File: src/rtl/cr_controller_receiver.sv
// Cognitive-radio receiver: sorts band words by tag into licensed outputs or the unlicensed FIFO.
// Latency: licensed words and FIFO pushes appear one edge after sampling; u_out is first-word-fall-through.
// Backpressure: u_ready stalls FIFO drain; pushes beyond free space (sampled pre-edge) are dropped.
//
// Ports: clk/rst (async active-high); band_valid[2:0] + band1..3_data (tag in MSB);
//        l_out1..3 / l_valid per-band licensed outputs; u_out/u_valid/u_ready unlicensed drain;
//        band_state (2 bits per band, band1 in [1:0]); fifo_level occupancy;
//        drop_cnt saturating drop counter, present only when CR_RX_DROPCNT_EN is defined.
module cr_controller_receiver #(
    parameter int D_LEN      = 32,
    parameter int FIFO_DEPTH = 8,
    parameter int HOLD       = 4
) (
    input  logic                          clk,
    input  logic                          rst,
    input  logic [2:0]                    band_valid,
    input  logic [2*D_LEN:0]              band1_data,
    input  logic [2*D_LEN:0]              band2_data,
    input  logic [2*D_LEN:0]              band3_data,
    output logic [D_LEN-1:0]              l_out1,
    output logic [D_LEN-1:0]              l_out2,
    output logic [D_LEN-1:0]              l_out3,
    output logic [2:0]                    l_valid,
    output logic [D_LEN-1:0]              u_out,
    output logic                          u_valid,
    input  logic                          u_ready,
    output logic [5:0]                    band_state,
    output logic [$clog2(FIFO_DEPTH):0]   fifo_level
`ifdef CR_RX_DROPCNT_EN
    ,
    output logic [7:0]                    drop_cnt
`endif
);

    localparam int PW = $clog2(FIFO_DEPTH);
    localparam int LW = PW + 1;
    localparam int WW = 2 * D_LEN + 1;

    typedef enum logic [1:0] {
        ST_IDLE     = 2'b00,
        ST_LICENSED = 2'b01,
        ST_SHARED   = 2'b10
    } state_t;

    logic [WW-1:0]    bdata [3];
    logic [D_LEN-1:0] l_q   [3];

    assign bdata[0] = band1_data;
    assign bdata[1] = band2_data;
    assign bdata[2] = band3_data;

    assign l_out1 = l_q[0];
    assign l_out2 = l_q[1];
    assign l_out3 = l_q[2];

    // ------------------------------------------------------------------
    // Unlicensed push candidates, in fixed push order b1L,b1H,b2L,b2H,b3L,b3H
    // ------------------------------------------------------------------
    logic [D_LEN-1:0] cand_dat [6];
    logic [5:0]       cand_vld;

    always_comb begin
        for (int b = 0; b < 3; b++) begin
            cand_vld[2*b]     = band_valid[b] & bdata[b][2*D_LEN];
            cand_vld[2*b+1]   = band_valid[b] & bdata[b][2*D_LEN];
            cand_dat[2*b]     = bdata[b][D_LEN-1:0];
            cand_dat[2*b+1]   = bdata[b][2*D_LEN-1:D_LEN];
        end
    end

    // ------------------------------------------------------------------
    // FIFO
    // ------------------------------------------------------------------
    logic [D_LEN-1:0] mem [FIFO_DEPTH];
    logic [PW-1:0]    wr_ptr;
    logic [PW-1:0]    rd_ptr;
    logic [LW-1:0]    free_space;
    logic [LW-1:0]    acc_cnt;
    logic [5:0]       acc;
    logic [PW-1:0]    off [6];
    logic             pop;
`ifdef CR_RX_DROPCNT_EN
    logic [2:0]       drop_num;
    logic [7:0]       drop_q;
    logic [8:0]       drop_sum;
`endif

    assign u_valid    = (fifo_level != '0);
    assign pop        = u_valid & u_ready;
    assign u_out      = u_valid ? mem[rd_ptr] : '0;
    // Room is judged on the pre-edge level only; a same-cycle pop frees nothing.
    assign free_space = LW'(FIFO_DEPTH) - fifo_level;

    // Each accepted word gets a slot offset from wr_ptr equal to the number
    // of words accepted ahead of it this cycle.
    always_comb begin
        acc_cnt = '0;
        acc     = '0;
`ifdef CR_RX_DROPCNT_EN
        drop_num = '0;
`endif
        for (int i = 0; i < 6; i++) begin
            off[i] = '0;
            if (cand_vld[i]) begin
                if (acc_cnt < free_space) begin
                    acc[i]  = 1'b1;
                    off[i]  = acc_cnt[PW-1:0];
                    acc_cnt = acc_cnt + LW'(1);
                end
`ifdef CR_RX_DROPCNT_EN
                else begin
                    drop_num = drop_num + 3'd1;
                end
`endif
            end
        end
    end

    // Storage is not reset: pointers and level define what is live.
    always_ff @(posedge clk) begin
        for (int i = 0; i < 6; i++) begin
            if (acc[i]) begin
                mem[wr_ptr + off[i]] <= cand_dat[i];
            end
        end
    end

    always_ff @(posedge clk or posedge rst) begin
        if (rst) begin
            wr_ptr     <= '0;
            rd_ptr     <= '0;
            fifo_level <= '0;
        end else begin
            wr_ptr     <= wr_ptr + acc_cnt[PW-1:0];
            rd_ptr     <= rd_ptr + PW'(pop);
            fifo_level <= fifo_level + acc_cnt - LW'(pop);
        end
    end

`ifdef CR_RX_DROPCNT_EN
    assign drop_sum = {1'b0, drop_q} + 9'(drop_num);
    assign drop_cnt = drop_q;

    always_ff @(posedge clk or posedge rst) begin
        if (rst) begin
            drop_q <= '0;
        end else begin
            drop_q <= (drop_sum > 9'd255) ? 8'hFF : drop_sum[7:0];
        end
    end
`endif

    // ------------------------------------------------------------------
    // Licensed per-band outputs
    // ------------------------------------------------------------------
    always_ff @(posedge clk or posedge rst) begin
        if (rst) begin
            for (int b = 0; b < 3; b++) begin
                l_q[b] <= '0;
            end
            l_valid <= '0;
        end else begin
            for (int b = 0; b < 3; b++) begin
                if (band_valid[b] && !bdata[b][2*D_LEN]) begin
                    l_q[b]     <= bdata[b][D_LEN-1:0];
                    l_valid[b] <= 1'b1;
                end else begin
                    l_valid[b] <= 1'b0;
                end
            end
        end
    end

    // ------------------------------------------------------------------
    // Per-band occupancy state machine
    // ------------------------------------------------------------------
    state_t     state_q [3];
    state_t     state_d [3];
    logic [7:0] idle_q  [3];
    logic [7:0] idle_d  [3];

    always_ff @(posedge clk or posedge rst) begin
        if (rst) begin
            for (int b = 0; b < 3; b++) begin
                state_q[b] <= ST_IDLE;
                idle_q[b]  <= '0;
            end
        end else begin
            for (int b = 0; b < 3; b++) begin
                state_q[b] <= state_d[b];
                idle_q[b]  <= idle_d[b];
            end
        end
    end

    always_comb begin
        for (int b = 0; b < 3; b++) begin
            state_d[b] = state_q[b];
            idle_d[b]  = idle_q[b];
            if (band_valid[b]) begin
                state_d[b] = bdata[b][2*D_LEN] ? ST_SHARED : ST_LICENSED;
                idle_d[b]  = '0;
            end else begin
                case (state_q[b])
                    ST_LICENSED, ST_SHARED: begin
                        // Drop to IDLE on the HOLD-th consecutive idle edge.
                        if (idle_q[b] + 8'd1 == 8'(HOLD)) begin
                            state_d[b] = ST_IDLE;
                            idle_d[b]  = '0;
                        end else begin
                            idle_d[b]  = idle_q[b] + 8'd1;
                        end
                    end
                    default: begin
                        state_d[b] = ST_IDLE;
                        idle_d[b]  = '0;
                    end
                endcase
            end
        end
    end

    assign band_state = {state_q[2], state_q[1], state_q[0]};

endmodule

File: config.mk
export PLATFORM = sky130hd
export DESIGN_NAME = cr_controller_receiver
export DESIGN_NICKNAME = d
export VERILOG_FILES = /design/src/rtl/cr_controller_receiver.sv
export SDC_FILE = /design/constraint.sdc
export NUM_CORES = 2
export LEC_CHECK = 0
export BUFFER_PORTS_ARGS = -buffer_cell sky130_fd_sc_hd__buf_2
export CORE_ASPECT_RATIO = 0.5
export CORE_MARGIN = 5
export CORE_UTILIZATION = 38
export DETAILED_ROUTE_END_ITERATION = 16
export HOLD_SLACK_MARGIN = 0.06
export PLACE_DENSITY = 0.61
export REMOVE_ABC_BUFFERS = 1
export SETUP_SLACK_MARGIN = 0.3
export SLEW_MARGIN = 5
export SYNTH_ARGS = -nofsm -noshare
export SYNTH_HDL_FRONTEND = slang
export SYNTH_SLANG_ARGS = --single-unit
File: constraint.sdc
create_clock -name clk -period 10.25 [get_ports clk]
set_input_delay 1.025 -clock clk [delete_from_list [all_inputs] [get_ports clk]]
set_output_delay 1.025 -clock clk [all_outputs]
set_load 0.02 [all_outputs]
### Word-level counts from Yosys, hierarchy flattened

Memory sizes are Yosys's and may differ from the RTL's.
Cells that the tools add are included.

| word-level totals | value |
|---|---|
| bits in registers | 139 |
| memory bits (writable) | 256 |
| input bits | 201 |
| output and inout port bits | 142 |
| memories kept | 1 |

| cells by class | value |
|---|---|
| add/subtract/negate cells | 18 |
| order comparisons | 6 |
| equal/unequal tests | 12 |
| mux-type cells | 71 |
| bitwise operators | 4 |
| reduce and logical (&&, ||, !) cells | 10 |

Memory list:

| name | words | bits a word | rd ports | clocked after Yosys merged registers in | write ports | line | RTL |
|---|---|---|---|---|---|---|---|
| mem | 8 | 32 | 1 | 0 | 6 | 74 | `logic [D_LEN-1:0] mem [FIFO_DEPTH];` |

Operators with widths:

| operator | number |
|---|---|
| $mux W8 | 9 |
| $mux W4 | 10 |
| $mux W32 | 1 |
| $mux W3 | 10 |
| $mux W1 | 29 |
| $add A8 B1 Y8 const B | 3 |
| $eq A8 B3 Y1 const B | 3 |
| $mux W2 | 12 |
| $add A4 B1 Y4 const B | 5 |
| $lt A4 B4 Y1 | 5 |
| $add A3 B3 Y3 | 6 |
| $ne A3 B3 Y1 const B | 3 |
| $eq A2 B1 Y1 const B | 3 |
| $eq A2 B2 Y1 const B | 3 |
| $reduce_or A2 Y1 | 3 |
| $add A4 B4 Y4 | 1 |
| $and A1 B1 Y1 | 4 |
| $lt A1 B4 Y1 const A | 1 |
| $reduce_bool A4 Y1 | 1 |
| $sub A4 B1 Y4 | 1 |
| $sub A4 B4 Y4 const A | 1 |
| $add A3 B1 Y3 | 1 |
| $logic_and A1 B1 Y1 | 3 |
| $logic_not A1 Y1 | 3 |

### Longest topological paths before layout

| depth | value |
|---|---|
| depth after elaboration | 21 |
| gate-level depth with buffers | 41 |
| depth with buffers taken out | 38 |

### Worst setup path after synthesis

Ideal clock, no wire load.

| timing | value |
|---|---|
| kind | input-to-reg |
| start point | in band1_data[64] |
| end point | mem mem[6][0], enable pin |
| library setup time | 561 ps |
| arrival | 9079 ps |
| required time | 9689 ps |
| slack | 610 ps |
| stages | 33 |
| path through | and2_1 clkbuf_1 clkbuf_1 clkbuf_1 o21ai_0 ha_1 and3_1 clkbuf_1 ha_1 mux2i_1 inv_1 ha_1 o221a_2 o31ai_2 nand2_1 mux2i_1 ha_1 o221ai_1 a21oi_1 mux2_2 ha_1 nor2b_1 o211ai_1 o21ai_0 nor3_1 nand2_1 fa_1 xor2_1 xor2_1 or4b_1 clkbuf_1 buf_2 nand3_1 |

RTL lines:

| element | line | RTL |
|---|---|---|
| start, declared | 17 | `input logic [2*D_LEN:0] band1_data,` |
| end, declared | 74 |  |

==> impl_metrics.toml <==
[run_status]
status = "complete, no violations"

[sta]
fin_crit_ns = 9.43
max_slew_margin_pct = 12.4
fin_crit_sh_pct = 92.0
worst_pin_slew_ns = 1.31
fin_worst_skew_ns = 0.0164
rsz0062_at_grt = "false"
setup-tns-final_ns = 0
setup_viol = 0
fmax_mhz = 106
setup_ws_ns = 0.817
hold_viol = 0
drv_slew = 0

[critical_path]
critPathCaptureType = "flop"
cp_slowest_stage_delay_ns = 0.70
crit_path_frequent_cell = "ha_1"
required_ns = 10.58
path_class = "reg2reg"
worstSetupStartpointType = "flop"
cp_slowest_cell = "or4b_2"
path_max_fanout = 32
r2r_cells = 37
critPathArrivalTime_ns = 9.76
r2r_slack_ns = 0.82

[synthesis]
synth_area_leaders = "edfxtp_1 (25%), dfrtp_1 (11%), mux2_2 (7.1%), o311a_1 (5.2%), nor2_1 (5.1%)"
post-synth-top-count-cell = "nor2_1"
synth_top_family_by_area = "compound AO/OA/AOI/OAI gates"
synth_edf_count = 256
netlist_instances = 3471
ys_warn_count = 0
synth.avg_cell_area_um2 = 8.81
synthArstFlopShare_pct = 35.2
synth-main-ff-cell = "edfxtp_1"
synth_area_leader_cell = "edfxtp_1"
synth_compound_area_share_pct = 25.4
synth_top_area_share_pct = 25.2
synth_seq_cells = 395
synth_xor_area_share_pct = 1.31
synthAdderAreaFrac_pct = 1.95
netlist_area_um2 = 30600
synth.area.mux_share_pct = 14.0
seq_area_frac_synth_pct = 36.5
synth_commonest_cells = "nor2_1 (412), clkbuf_1 (369), a21oi_1 (259)"
ys_types = 74
yosys.area_share.simple_pct = 14.1

[routing]
wl_per_cell_um = 31.3
drc = 0
first_iter_violations = 5518
first_pass_iters = 9
routed_wl_um = 144000
via_per_inst = 6.96
ant_nets = 0
via_count = 31900

[die]
die_area_um2 = 86500
core_um2 = 79600
start_util_pct = 38.4
io_pins = 343
die_w_um = 411
dieHeight_um = 211
rows = 73

[clocking]
path_clk_slew_ns = 0.07
clk_latency_ns = 0.59
ctsHoldBuffers = 0
cts_tree = "built"
ctsLongestPathBuffers = 3
clock_sinks = 395
cts_root_buffer = "clkbuf_16"
htree_levels = 2
cts_buffers = 43

[cells_and_area]
nets = 3686
drive_gt1_share_pct = 24.0
fin_area_um2 = 34200
area_growth_pct = 11.9
fin_util_pct = 43.0
n_fill_cell = 7721

[global_route]
grt_max_degree = 74
antenna_found_initial = 19
grt_pass1_vias = 30900
grt_pass1_wl_um = 205000
grt_overflow = 0
grt_use_total_pct = 31.6

[min_path]
hold_class = "reg2reg"
holdPathStages = 1

[power_and_ir_drop]
leakage_nw = 12.4
power_mw = 10.6
p_per_area_nw_per_um2 = 309
ir_drop_mv = 0.340

[place]
gp_congestion = 0.920
post-place-ws_ns = 0.423
dp_hpwl_um = 80600
dpl_cell_area_um2 = 32700
port_buffers = 342

[run]
cap_violations = 0
power by group:
group / internal, mW / switching (mW)
Clock: 0.924 / 0.715
Sequential: 2.65 / 0.311
Combinational: 1.97 / 4.00
worst max-delay path, delay by kind of cell (launching register included):
kind | cells | cell delay [ns]
buf+inv | 4 | 0.76
mux | 1 | 0.40
flops | 1 | 0.47
compound gates | 9 | 1.72
fa+ha+maj | 9 | 2.37
simple gates | 11 | 2.59
xor+xnor | 3 | 0.85
through the flow:
step | std cells | hold slack [ns]
2_1_floorplan | 2969 | 0.423
3_3_place_gp | 4483 | 0.436
3_5_place_dp | 4483 | 0.450
4_1_cts | 4561 | 0.456
5_1_grt | 4575 | 0.493
6_report | 4581 | 0.456
cell usage in the layout, fill, tap and decap left out, types with 20 or more instances in the layout:
| cell type | netlist | routed |
|---|---|---|
| inv_1 | 29 | 28 |
| mux2_2 | 193 | 193 |
| dfrtp_1 | 139 | 135 |
| o22ai_1 | 119 | 119 |
| nand2_1 | 223 | 220 |
| edfxtp_1 | 256 | 256 |
| nor2_1 | 412 | 404 |
| nand3_1 | 248 | 242 |
| o21a_1 | 34 | 34 |
| mux4_2 | 64 | 64 |
| o21ai_0 | 258 | 258 |
| mux2i_1 | 35 | 33 |
| buf_4 | 0 | 81 |
| diode_2 | 0 | 20 |
| o2bb2ai_1 | 64 | 64 |
| o311a_1 | 158 | 158 |
| o31ai_1 | 159 | 159 |
| mux2_1 | 29 | 29 |
| xor2_1 | 25 | 23 |
| a211oi_1 | 34 | 34 |
| a21oi_1 | 259 | 259 |
| clkbuf_16 | 0 | 46 |
| ha_1 | 38 | 37 |
| buf_2 | 18 | 342 |
routing by layer:
layer | track usage [%] | up-vias | part of all wire (%)
li1 | - | 13000 | -
met1 | 41.0 | 15200 | 36
met2 | 45.6 | 3007 | 41
met3 | 12.5 | 631 | 17
met4 | 16.3 | 2 | 6.1
met5 | 0 | - | 0.0091
sequential cells by signal, summed over array words and instances, names as in the netlist:
| name | flops |
|---|---|
| l_out1 | 32 |
| idle_q | 24 |
| l_out3 | 32 |
| fifo_level | 4 |
| mem | 256 |
| rd_ptr | 3 |
| l_valid | 3 |
| wr_ptr | 3 |
| band_state | 6 |
| l_out2 | 32 |
worst paths after layout:
check | from | to
min reg2reg | idle_q[0] | idle_q[0]
min in group asynchronous | rst | idle_q[8]
max | fifo_level[1] | mem[2][22]
max reg2reg | fifo_level[1] | mem[2][22]
min | idle_q[0] | idle_q[0]
max in group asynchronous | rst | rd_ptr[0]
area by class of cell:
| class | count | area, um2 | area share (%) |
|---|---|---|---|
| Sequential cell | 395 | 11200 | 32.7 |
| Inverter | 31 | 121 | 0.355 |
| Tap cell | 1087 | 1360 | 3.98 |
| Clock buffer | 64 | 1290 | 3.77 |
| Multi-Input combinational cell | 2543 | 17700 | 51.7 |
| Antenna cell | 20 | 50.0 | 0.146 |
| Clock inverter | 14 | 131 | 0.384 |
| Timing Repair Buffer | 427 | 2400 | 7.02 |
cells by family after synthesis:
family,count (synthesis)
adder cells (fa/ha/maj),44
AND/OR/NAND/NOR,985
buffers and inverters,533
XOR/XNOR,44
multiplexers,321
flip-flops,395
AO/OA/AOI/OAI,1149
timing repair:
| item | in CTS | in global routing |
|---|---|---|
| setup endpoints to repair | 0 | 509 |
| resized for setup | 0 | 8 |
| setup buffers | 0 | 0 |
Power figures use the tool's default switching activity.
